===== src/rtl/sd_init_sequencer.sv =====
// SPI-mode SD card power-up sequencer: dummy clocks, CMD0/CMD8/CMD55+ACMD41/CMD58,
// driven one byte at a time through an external SPI shifter.
module sd_init_sequencer #(
  parameter int DUMMY_BYTES    = 10,
  parameter int RESP_TIMEOUT   = 8,
  parameter int ACMD41_RETRIES = 255
) (
  input  logic       CLKin,
  input  logic       Reset,
  input  logic       Start,
  input  logic       SpiDone,
  input  logic [7:0] SpiRx,
  output logic       SpiStart,
  output logic [7:0] SpiTx,
  output logic       CS_n,
  output logic [7:0] State,
  output logic       Ready,
  output logic       Error,
  output logic       HighCap
);

  localparam int RW = $clog2(ACMD41_RETRIES + 1);
  localparam int PW = $clog2(RESP_TIMEOUT + 1);
  localparam int CW = $clog2(DUMMY_BYTES + 8);
  localparam logic [RW-1:0] RETRY_MAX  = RW'(ACMD41_RETRIES);
  localparam logic [PW-1:0] POLL_LAST  = PW'(RESP_TIMEOUT - 1);
  localparam logic [CW-1:0] DUMMY_LAST = CW'(DUMMY_BYTES - 1);

  typedef enum logic [7:0] {
    S_IDLE   = 8'h00,
    S_DUMMY  = 8'h10,
    S_CMD0   = 8'h20,
    S_CMD8   = 8'h30,
    S_CMD55  = 8'h40,
    S_ACMD41 = 8'h41,
    S_CMD58  = 8'h50,
    S_READY  = 8'h70,
    S_ERROR  = 8'hFF
  } major_t;

  typedef enum logic [1:0] {P_SEND, P_POLL, P_TAIL, P_GAP} phase_t;

  function automatic logic [7:0] cmd_byte(input major_t st, input logic [2:0] idx);
    logic [47:0] frame;
    logic [7:0]  b;
    case (st)
      S_CMD0:   frame = 48'h400000000095;
      S_CMD8:   frame = 48'h48000001AA87;
      S_CMD55:  frame = 48'h770000000065;
      S_ACMD41: frame = 48'h694000000077;
      S_CMD58:  frame = 48'h7A00000000FD;
      default:  frame = 48'hFFFFFFFFFFFF;
    endcase
    case (idx)
      3'd0:    b = frame[47:40];
      3'd1:    b = frame[39:32];
      3'd2:    b = frame[31:24];
      3'd3:    b = frame[23:16];
      3'd4:    b = frame[15:8];
      3'd5:    b = frame[7:0];
      default: b = 8'hFF;
    endcase
    return b;
  endfunction

  function automatic major_t after_gap(input major_t st, input logic acmd_ok);
    major_t nx;
    case (st)
      S_CMD0:   nx = S_CMD8;
      S_CMD8:   nx = S_CMD55;
      S_CMD55:  nx = S_ACMD41;
      S_ACMD41: nx = acmd_ok ? S_CMD58 : S_CMD55;
      S_CMD58:  nx = S_READY;
      default:  nx = S_ERROR;
    endcase
    return nx;
  endfunction

  major_t          st_q, st_d, nx;
  phase_t          ph_q, ph_d;
  logic [CW-1:0]   cnt_q, cnt_d;
  logic [PW-1:0]   poll_q, poll_d;
  logic [RW-1:0]   retry_q, retry_d, retry_inc;
  logic            acmd_ok_q, acmd_ok_d, tail_bad_q, tail_bad_d, ccs_q, ccs_d;
  logic            kick_q, kick_d, busy_q, busy_d;
  logic            spi_start_q, spi_start_d, cs_n_q, cs_n_d;
  logic [7:0]      spi_tx_q, spi_tx_d;
  logic            ready_q, ready_d, error_q, error_d, high_cap_q, high_cap_d;
  logic            issue, issue_cs, go_err, go_rdy, to_gap, to_tail, last_tail;
  logic [7:0]      issue_tx;

  always_comb begin
    st_d       = st_q;
    ph_d       = ph_q;
    cnt_d      = cnt_q;
    poll_d     = poll_q;
    retry_d    = retry_q;
    acmd_ok_d  = acmd_ok_q;
    tail_bad_d = tail_bad_q;
    ccs_d      = ccs_q;
    kick_d     = 1'b0;
    busy_d     = busy_q;
    spi_start_d = 1'b0;
    spi_tx_d   = spi_tx_q;
    cs_n_d     = cs_n_q;
    ready_d    = ready_q;
    error_d    = error_q;
    high_cap_d = high_cap_q;
    issue      = 1'b0;
    issue_tx   = 8'hFF;
    issue_cs   = 1'b1;
    go_err     = 1'b0;
    go_rdy     = 1'b0;
    to_gap     = 1'b0;
    to_tail    = 1'b0;
    nx         = after_gap(st_q, acmd_ok_q);
    retry_inc  = (retry_q == RETRY_MAX) ? retry_q : retry_q + RW'(1);
    last_tail  = (cnt_q[2:0] == 3'd3);

    // Start needs one extra cycle before the first dummy byte goes out
    if (kick_q) begin
      issue = 1'b1;
    end else if (Start && (st_q == S_IDLE || st_q == S_READY || st_q == S_ERROR)) begin
      st_d       = S_DUMMY;
      ph_d       = P_SEND;
      cnt_d      = '0;
      poll_d     = '0;
      retry_d    = '0;
      acmd_ok_d  = 1'b0;
      tail_bad_d = 1'b0;
      ccs_d      = 1'b0;
      ready_d    = 1'b0;
      error_d    = 1'b0;
      high_cap_d = 1'b0;
      kick_d     = 1'b1;
    end else if (busy_q && SpiDone) begin
      busy_d = 1'b0;
      if (st_q == S_DUMMY) begin
        issue = 1'b1;
        if (cnt_q == DUMMY_LAST) begin
          st_d     = S_CMD0;
          ph_d     = P_SEND;
          cnt_d    = '0;
          issue_tx = cmd_byte(S_CMD0, 3'd0);
          issue_cs = 1'b0;
        end else begin
          cnt_d = cnt_q + CW'(1);
        end
      end else begin
        case (ph_q)
          P_SEND: begin
            issue    = 1'b1;
            issue_cs = 1'b0;
            if (cnt_q[2:0] == 3'd5) begin
              ph_d   = P_POLL;
              poll_d = '0;
            end else begin
              cnt_d    = cnt_q + CW'(1);
              issue_tx = cmd_byte(st_q, cnt_q[2:0] + 3'd1);
            end
          end
          P_POLL: begin
            if (SpiRx == 8'hFF) begin
              if (poll_q == POLL_LAST) begin
                go_err = 1'b1;
              end else begin
                poll_d   = poll_q + PW'(1);
                issue    = 1'b1;
                issue_cs = 1'b0;
              end
            end else begin
              case (st_q)
                S_CMD0:  if (SpiRx == 8'h01) to_gap = 1'b1; else go_err = 1'b1;
                S_CMD8:  if (SpiRx == 8'h01) to_tail = 1'b1; else go_err = 1'b1;
                S_CMD55: if (SpiRx == 8'h00 || SpiRx == 8'h01) to_gap = 1'b1; else go_err = 1'b1;
                S_ACMD41: begin
                  if (SpiRx == 8'h00) begin
                    acmd_ok_d = 1'b1;
                    to_gap    = 1'b1;
                  end else if (SpiRx == 8'h01) begin
                    retry_d = retry_inc;
                    if (retry_inc == RETRY_MAX) go_err = 1'b1;
                    else to_gap = 1'b1;
                  end else begin
                    go_err = 1'b1;
                  end
                end
                S_CMD58: if (SpiRx == 8'h00) to_tail = 1'b1; else go_err = 1'b1;
                default: go_err = 1'b1;
              endcase
            end
          end
          P_TAIL: begin
            // CMD8 tail carries the voltage echo, CMD58 tail carries the OCR
            if (st_q == S_CMD8) begin
              if (cnt_q[2:0] == 3'd2 && SpiRx[3:0] != 4'h1) tail_bad_d = 1'b1;
              if (cnt_q[2:0] == 3'd3 && SpiRx != 8'hAA) tail_bad_d = 1'b1;
            end else if (cnt_q[2:0] == 3'd0) begin
              ccs_d = SpiRx[6];
            end
            if (last_tail) begin
              if (st_q == S_CMD8 && tail_bad_d) begin
                go_err = 1'b1;
              end else begin
                to_gap = 1'b1;
                if (st_q == S_CMD58) high_cap_d = ccs_q;
              end
            end else begin
              cnt_d    = cnt_q + CW'(1);
              issue    = 1'b1;
              issue_cs = 1'b0;
            end
          end
          P_GAP: begin
            if (nx == S_READY) begin
              go_rdy = 1'b1;
            end else begin
              st_d     = nx;
              ph_d     = P_SEND;
              cnt_d    = '0;
              issue    = 1'b1;
              issue_cs = 1'b0;
              issue_tx = cmd_byte(nx, 3'd0);
            end
          end
        endcase
      end
    end

    if (to_gap) begin
      ph_d     = P_GAP;
      issue    = 1'b1;
      issue_cs = 1'b1;
    end
    if (to_tail) begin
      ph_d       = P_TAIL;
      cnt_d      = '0;
      tail_bad_d = 1'b0;
      issue      = 1'b1;
      issue_cs   = 1'b0;
    end
    if (go_err) begin
      st_d     = S_ERROR;
      ph_d     = P_SEND;
      error_d  = 1'b1;
      cs_n_d   = 1'b1;
      spi_tx_d = 8'hFF;
    end
    if (go_rdy) begin
      st_d     = S_READY;
      ph_d     = P_SEND;
      ready_d  = 1'b1;
      cs_n_d   = 1'b1;
      spi_tx_d = 8'hFF;
    end
    if (issue) begin
      spi_start_d = 1'b1;
      spi_tx_d    = issue_tx;
      cs_n_d      = issue_cs;
      busy_d      = 1'b1;
    end
  end

  always_ff @(posedge CLKin or posedge Reset) begin
    if (Reset) begin
      st_q        <= S_IDLE;
      ph_q        <= P_SEND;
      cnt_q       <= '0;
      poll_q      <= '0;
      retry_q     <= '0;
      acmd_ok_q   <= 1'b0;
      tail_bad_q  <= 1'b0;
      ccs_q       <= 1'b0;
      kick_q      <= 1'b0;
      busy_q      <= 1'b0;
      spi_start_q <= 1'b0;
      spi_tx_q    <= 8'hFF;
      cs_n_q      <= 1'b1;
      ready_q     <= 1'b0;
      error_q     <= 1'b0;
      high_cap_q  <= 1'b0;
    end else begin
      st_q        <= st_d;
      ph_q        <= ph_d;
      cnt_q       <= cnt_d;
      poll_q      <= poll_d;
      retry_q     <= retry_d;
      acmd_ok_q   <= acmd_ok_d;
      tail_bad_q  <= tail_bad_d;
      ccs_q       <= ccs_d;
      kick_q      <= kick_d;
      busy_q      <= busy_d;
      spi_start_q <= spi_start_d;
      spi_tx_q    <= spi_tx_d;
      cs_n_q      <= cs_n_d;
      ready_q     <= ready_d;
      error_q     <= error_d;
      high_cap_q  <= high_cap_d;
    end
  end

  assign State    = st_q;
  assign SpiStart = spi_start_q;
  assign SpiTx    = spi_tx_q;
  assign CS_n     = cs_n_q;
  assign Ready    = ready_q;
  assign Error    = error_q;
  assign HighCap  = high_cap_q;

endmodule


===== config.mk =====
export PLATFORM = sky130hd
export DESIGN_NAME = sd_init_sequencer
export DESIGN_NICKNAME = d
export VERILOG_FILES = /design/src/rtl/sd_init_sequencer.sv
export SDC_FILE = /design/constraint.sdc
export NUM_CORES = 1
export LEC_CHECK = 0
export BUFFER_PORTS_ARGS = -buffer_cell sky130_fd_sc_hd__buf_4
export CAP_MARGIN = 20
export CORE_AREA = 2 2 103 105
export DETAILED_ROUTE_END_ITERATION = 12
export DIE_AREA = 0 0 105 107
export SYNTH_ARGS = -nofsm -noshare
export SYNTH_HDL_FRONTEND = slang
export SYNTH_SLANG_ARGS = --single-unit

===== constraint.sdc =====
create_clock -name CLKin -period 6.25 [get_ports CLKin]
set_clock_uncertainty 0.1 [all_clocks]
set_input_delay 0.625 -clock CLKin [delete_from_list [all_inputs] [get_ports CLKin]]
set_output_delay 0.625 -clock CLKin [all_outputs]
set_load 0.02 [all_outputs]

==> run summary <==
Share of final-layout standard cells stronger than drive strength 1: 15.7%. The sequential cells in the finished layout cover a total of 0.00106 sq mm. STA classifies the critical path startpoint as a register.

The logs give 8.03 mm for the detailed placement HPWL and 0.0112 sq mm for the area of the die. 0 antenna diodes ended up in the layout. After the last flow step, the layout net total stands at 463. Once the clock tree was built, the resizer swapped 0 gates to a different size. The synthesis warning total was 0. The most used flip-flop cell after synthesis is dfrtp_1.

The number of hold buffers added after CTS was 0. The portion of synthesized area spent on multiplexers is 2.16%. The mean post-synth cell area was 8.21 sq um. The commonest cells after synthesis are 42 x nand2_1, 33 x dfrtp_1, 30 x nor2_1. The number of buffer cells added on primary ports is 32, and the net count after synthesis is 447. At the worst endpoint, the arrival time is 3.46 ns.

In this run the worst path has a maximum fanout of 29. The first global-routing pass estimated 17.5 mm of wire. Ranked by total cell area, the synthesized netlist is headed by dfrtp_1 24%, dfstp_2 6.8%, nand2_1 4.5%, ha_1 4.3%, o21ai_0 3.9%. The analysis attributes to cell leakage a power of 0.00155 uW. The first element of the critical path is State[3]. Summed over all instances, the cell type with the most area after synthesis is dfrtp_1. The filler cells instantiated in the layout total 1,108. The worst hold slack is 0.347 ns, and the clock input transition at the sequential cells of the worst setup and hold paths is 0.09 ns. The share of total power dissipated in the clock network is 14.3%. Sequential cells account for 29.5% of the total power.

For the pin with the worst max-slew slack, the measured transition is 0.845 ns. By startpoint and endpoint, the worst setup path is classified as reg2reg. Traced cell by cell, the critical path runs through nor2_1 > a21boi_1 > nor4_1 > o32ai_1 > o21bai_1 > nand4_2 > o22a_1.

Detailed routing inserted a total of 3,592 vias. Of the total power, the share spent switching nets is 47.2%. The proportion of synthesized flip-flops having asynchronous set or reset is 100%.

The die is 105 um wide. In the finished design, the share of the clock period the worst path needs comes to 53.2%. Counting along the longest clock path gives a buffer depth of 2. The final-report max-slew violation count is 0, and the initial antenna violation count is 0. In this run the count of I/O pins placed on the die edge is 33.

Counting flops and latches in the post-synthesis netlist gives 42. Global routing finished with a remaining overflow of 0. The core area was 0.0101 sq mm. Critical path's top delay family: compound AO/OA/AOI/OAI gates. The fraction of the mapped netlist area in compound gates was 30.3%. The logs give 43.7% for the tightest slew margin relative to the limit and 6.39 ns for the data required time of the worst path.

After detailed routing, the average wire length per cell comes to 18.7 um. For the cell-internal power, the log shows 833 uW. The cell sitting at the root of the clock tree is a clkbuf_8. Post-CTS timing repair inserted 0 buffers for setup. Yosys mapped a number of flops with a built-in enable equal to 0. The cell area power density is 406 mW/mm^2, and the multi-input logic area is 0.00221 sq mm.

For the number of global-route vias before repair, the log shows 3,280. The logs give 746 uW for the switching power of the nets and 423 for the instance count of the mapped netlist. Setup violations remaining at the end of the flow were counted as 0. The sum of routed wire length over all layers is 10.8 mm, and the final setup TNS is 0 ns. For this block, the initial DRC count from the detailed router was 380.

The number of failing hold endpoints at the final stage is 0, and the clock latency of the later-clocked register in the worst-skew pair is 0.31 ns. In the routed design, unresolved DRC markers number 0. Once detail routing completed, the nets flagged for antenna violations numbered 0. Setup repair after global routing left no endpoint under its margin.

VDD sags by at most 0.000151 V. The adder-cell share of the synthesized area came out at 4.32%. The sequential element share of the synthesized area is 30.6%. Static timing analysis puts the maximum clock frequency at 301 MHz.

Yosys mapped the design onto 78 distinct sky130hd cell types. The first TritonRoute pass finished after 5 iterations. In this design, the stage delay of the slowest critical-path cell is 0.90 ns.

TritonCTS built the clock tree. The floorplan step set the die height to 107 um. Across the run, the number of max-cap violations was 0. The run gives 43 as the maximum number of pins on one net before global-route repair. Using the TritonRoute via totals, the vias-per-cell ratio works out to 6.24. The simple-gate portion of the synthesized area was 26.8%. By area, the combinational part of the netlist is dominated by compound AO/OA/AOI/OAI gates. The XOR/XNOR share of the synthesized area is 0%. The run finished with clean final reports.

Relative to the synthesized area, the layout overhead comes to 12.0%. The clock drives 42 sinks. Counting both buffers and inverters, the worst setup path holds a total of 0.

For the overall fraction of global-route tracks in use, the log shows 19.2%. The worst setup path is captured at a register. The synthesized design devotes to its leading area cell type 23.8% of total area.

For the effective utilization at floorplan, the log shows 34.4%. The synthesized netlist occupies a cell area of 0.00347 sq mm. For the finished layout, the period the worst path requires is 3.32 ns. The worst register-to-register path begins at State[3].

The worst hold-check path type was in2async. After floorplanning, the core was divided into 37 placement rows. Cell with the largest stage delay on the worst path: dfrtp_1. The H-tree was split into 2 levels.

The tools report the last weighted congestion value of the routability-driven placer as 0.982. Combinational logic burns 56.2% of the power. The most common cell in the synthesized netlist is nand2_1. The number of clock buffers inserted by TritonCTS was 5.
-- power by group through the flow --
stage / Combinational, uW / Sequential, uW / Clock [uW]
after floorplan: 627 / 464 / 0
after CTS: 875 / 464 / 233
after detailed placement: 869 / 470 / 0
final: 887 / 466 / 226
after global placement: 876 / 468 / 0
after global routing: 975 / 481 / 242
-- cells by family after synthesis --
kind of cell / count (synthesis)
AO/OA/AOI/OAI: 148
adder cells (fa/ha/maj): 12
buffers and inverters: 46
flip-flops: 42
multiplexers: 7
AND/OR/NAND/NOR: 168
-- metrics by stage --
| step | std cells | setup WS [ns] | instance area, sq um | util [%] | total power (uW) |
|---|---|---|---|---|---|
| finish | 576 | 2.93 | 3890 | 38.5 | 1580 |
| global route | 576 | 2.68 | 3890 | 38.5 | 1700 |
| CTS | 576 | 2.96 | 3890 | 38.5 | 1570 |
| detailed placement | 568 | 2.93 | 3780 | 37.4 | 1340 |
| global placement | 568 | 2.78 | 3780 | 37.4 | 1340 |
| floorplan | 423 | 3.46 | 3470 | - | 1090 |
-- final timing paths --
kind	depth (start not counted)	slack [ns]	endpoint
min	3	0.35	SpiStart
min in group CLKin	2	0.41	Ready
max reg2reg	7	2.93	CS_n
min reg2reg	2	0.41	Ready
max in group asynchronous	3	5.32	State[3]
max	7	2.93	CS_n
-- layer usage --
layer | routed length, um | track usage [%] | up-vias
met4 | 186 | 5.24 | 0
li1 | - | - | 1652
met2 | 5010 | 31.0 | 186
met5 | 0 | 0 | -
met1 | 4830 | 27.0 | 1733
met3 | 747 | 2.67 | 21
-- registers in the layout, summed over array words and instances (netlist names), 2 cells and up --
| signal | cells |
|---|---|
| SpiTx | 8 |
| retry_q | 8 |
| State | 5 |
| cnt_q | 5 |
| poll_q | 4 |
| ph_q | 2 |
-- worst min-delay path: cells and delay by family --
family | cells | cell delay (ns)
buffers and inverters | 3 | 0.59
-- cells in the final DEF, fill, tap and decap left out, types with 3 or more instances in the layout --
| master | n |
|---|---|
| nand2_1 | 42 |
| a2111oi_0 | 3 |
| inv_1 | 18 |
| nor3_1 | 12 |
| nand2b_1 | 5 |
| nand3_1 | 20 |
| mux2_2 | 4 |
| clkbuf_8 | 5 |
| o22a_1 | 3 |
| o31a_1 | 4 |
| o22ai_1 | 4 |
| and2_1 | 5 |
| dfrtp_1 | 33 |
| or4_1 | 3 |
| o21ai_0 | 27 |
| nor2_1 | 30 |
| and4_1 | 3 |
| and3_1 | 6 |
| o2bb2ai_1 | 3 |
| a211oi_1 | 3 |
| nor4_1 | 4 |
| buf_4 | 34 |
| a21oi_1 | 26 |
| a2bb2oi_1 | 7 |
| nand3b_1 | 4 |
| nor2b_1 | 4 |
| dfstp_2 | 9 |
| ha_1 | 12 |
| o31ai_1 | 9 |
| or3b_1 | 3 |
| nand4_1 | 7 |
| nor3b_1 | 3 |
| a31oi_1 | 10 |
| mux2i_1 | 3 |
| o21a_1 | 7 |
| o221ai_1 | 3 |
| o32a_1 | 6 |
-- area by class of cell --
cell class	instances	share of cell area, %
Clock buffer	5	1.77
Clock inverter	3	1.16
Tap cell	136	4.37
Inverter	21	2.03
Multi-Input combinational cell	335	56.8
Sequential cell	42	27.3
Timing Repair Buffer	34	6.56
Power figures use the tool's default switching activity.
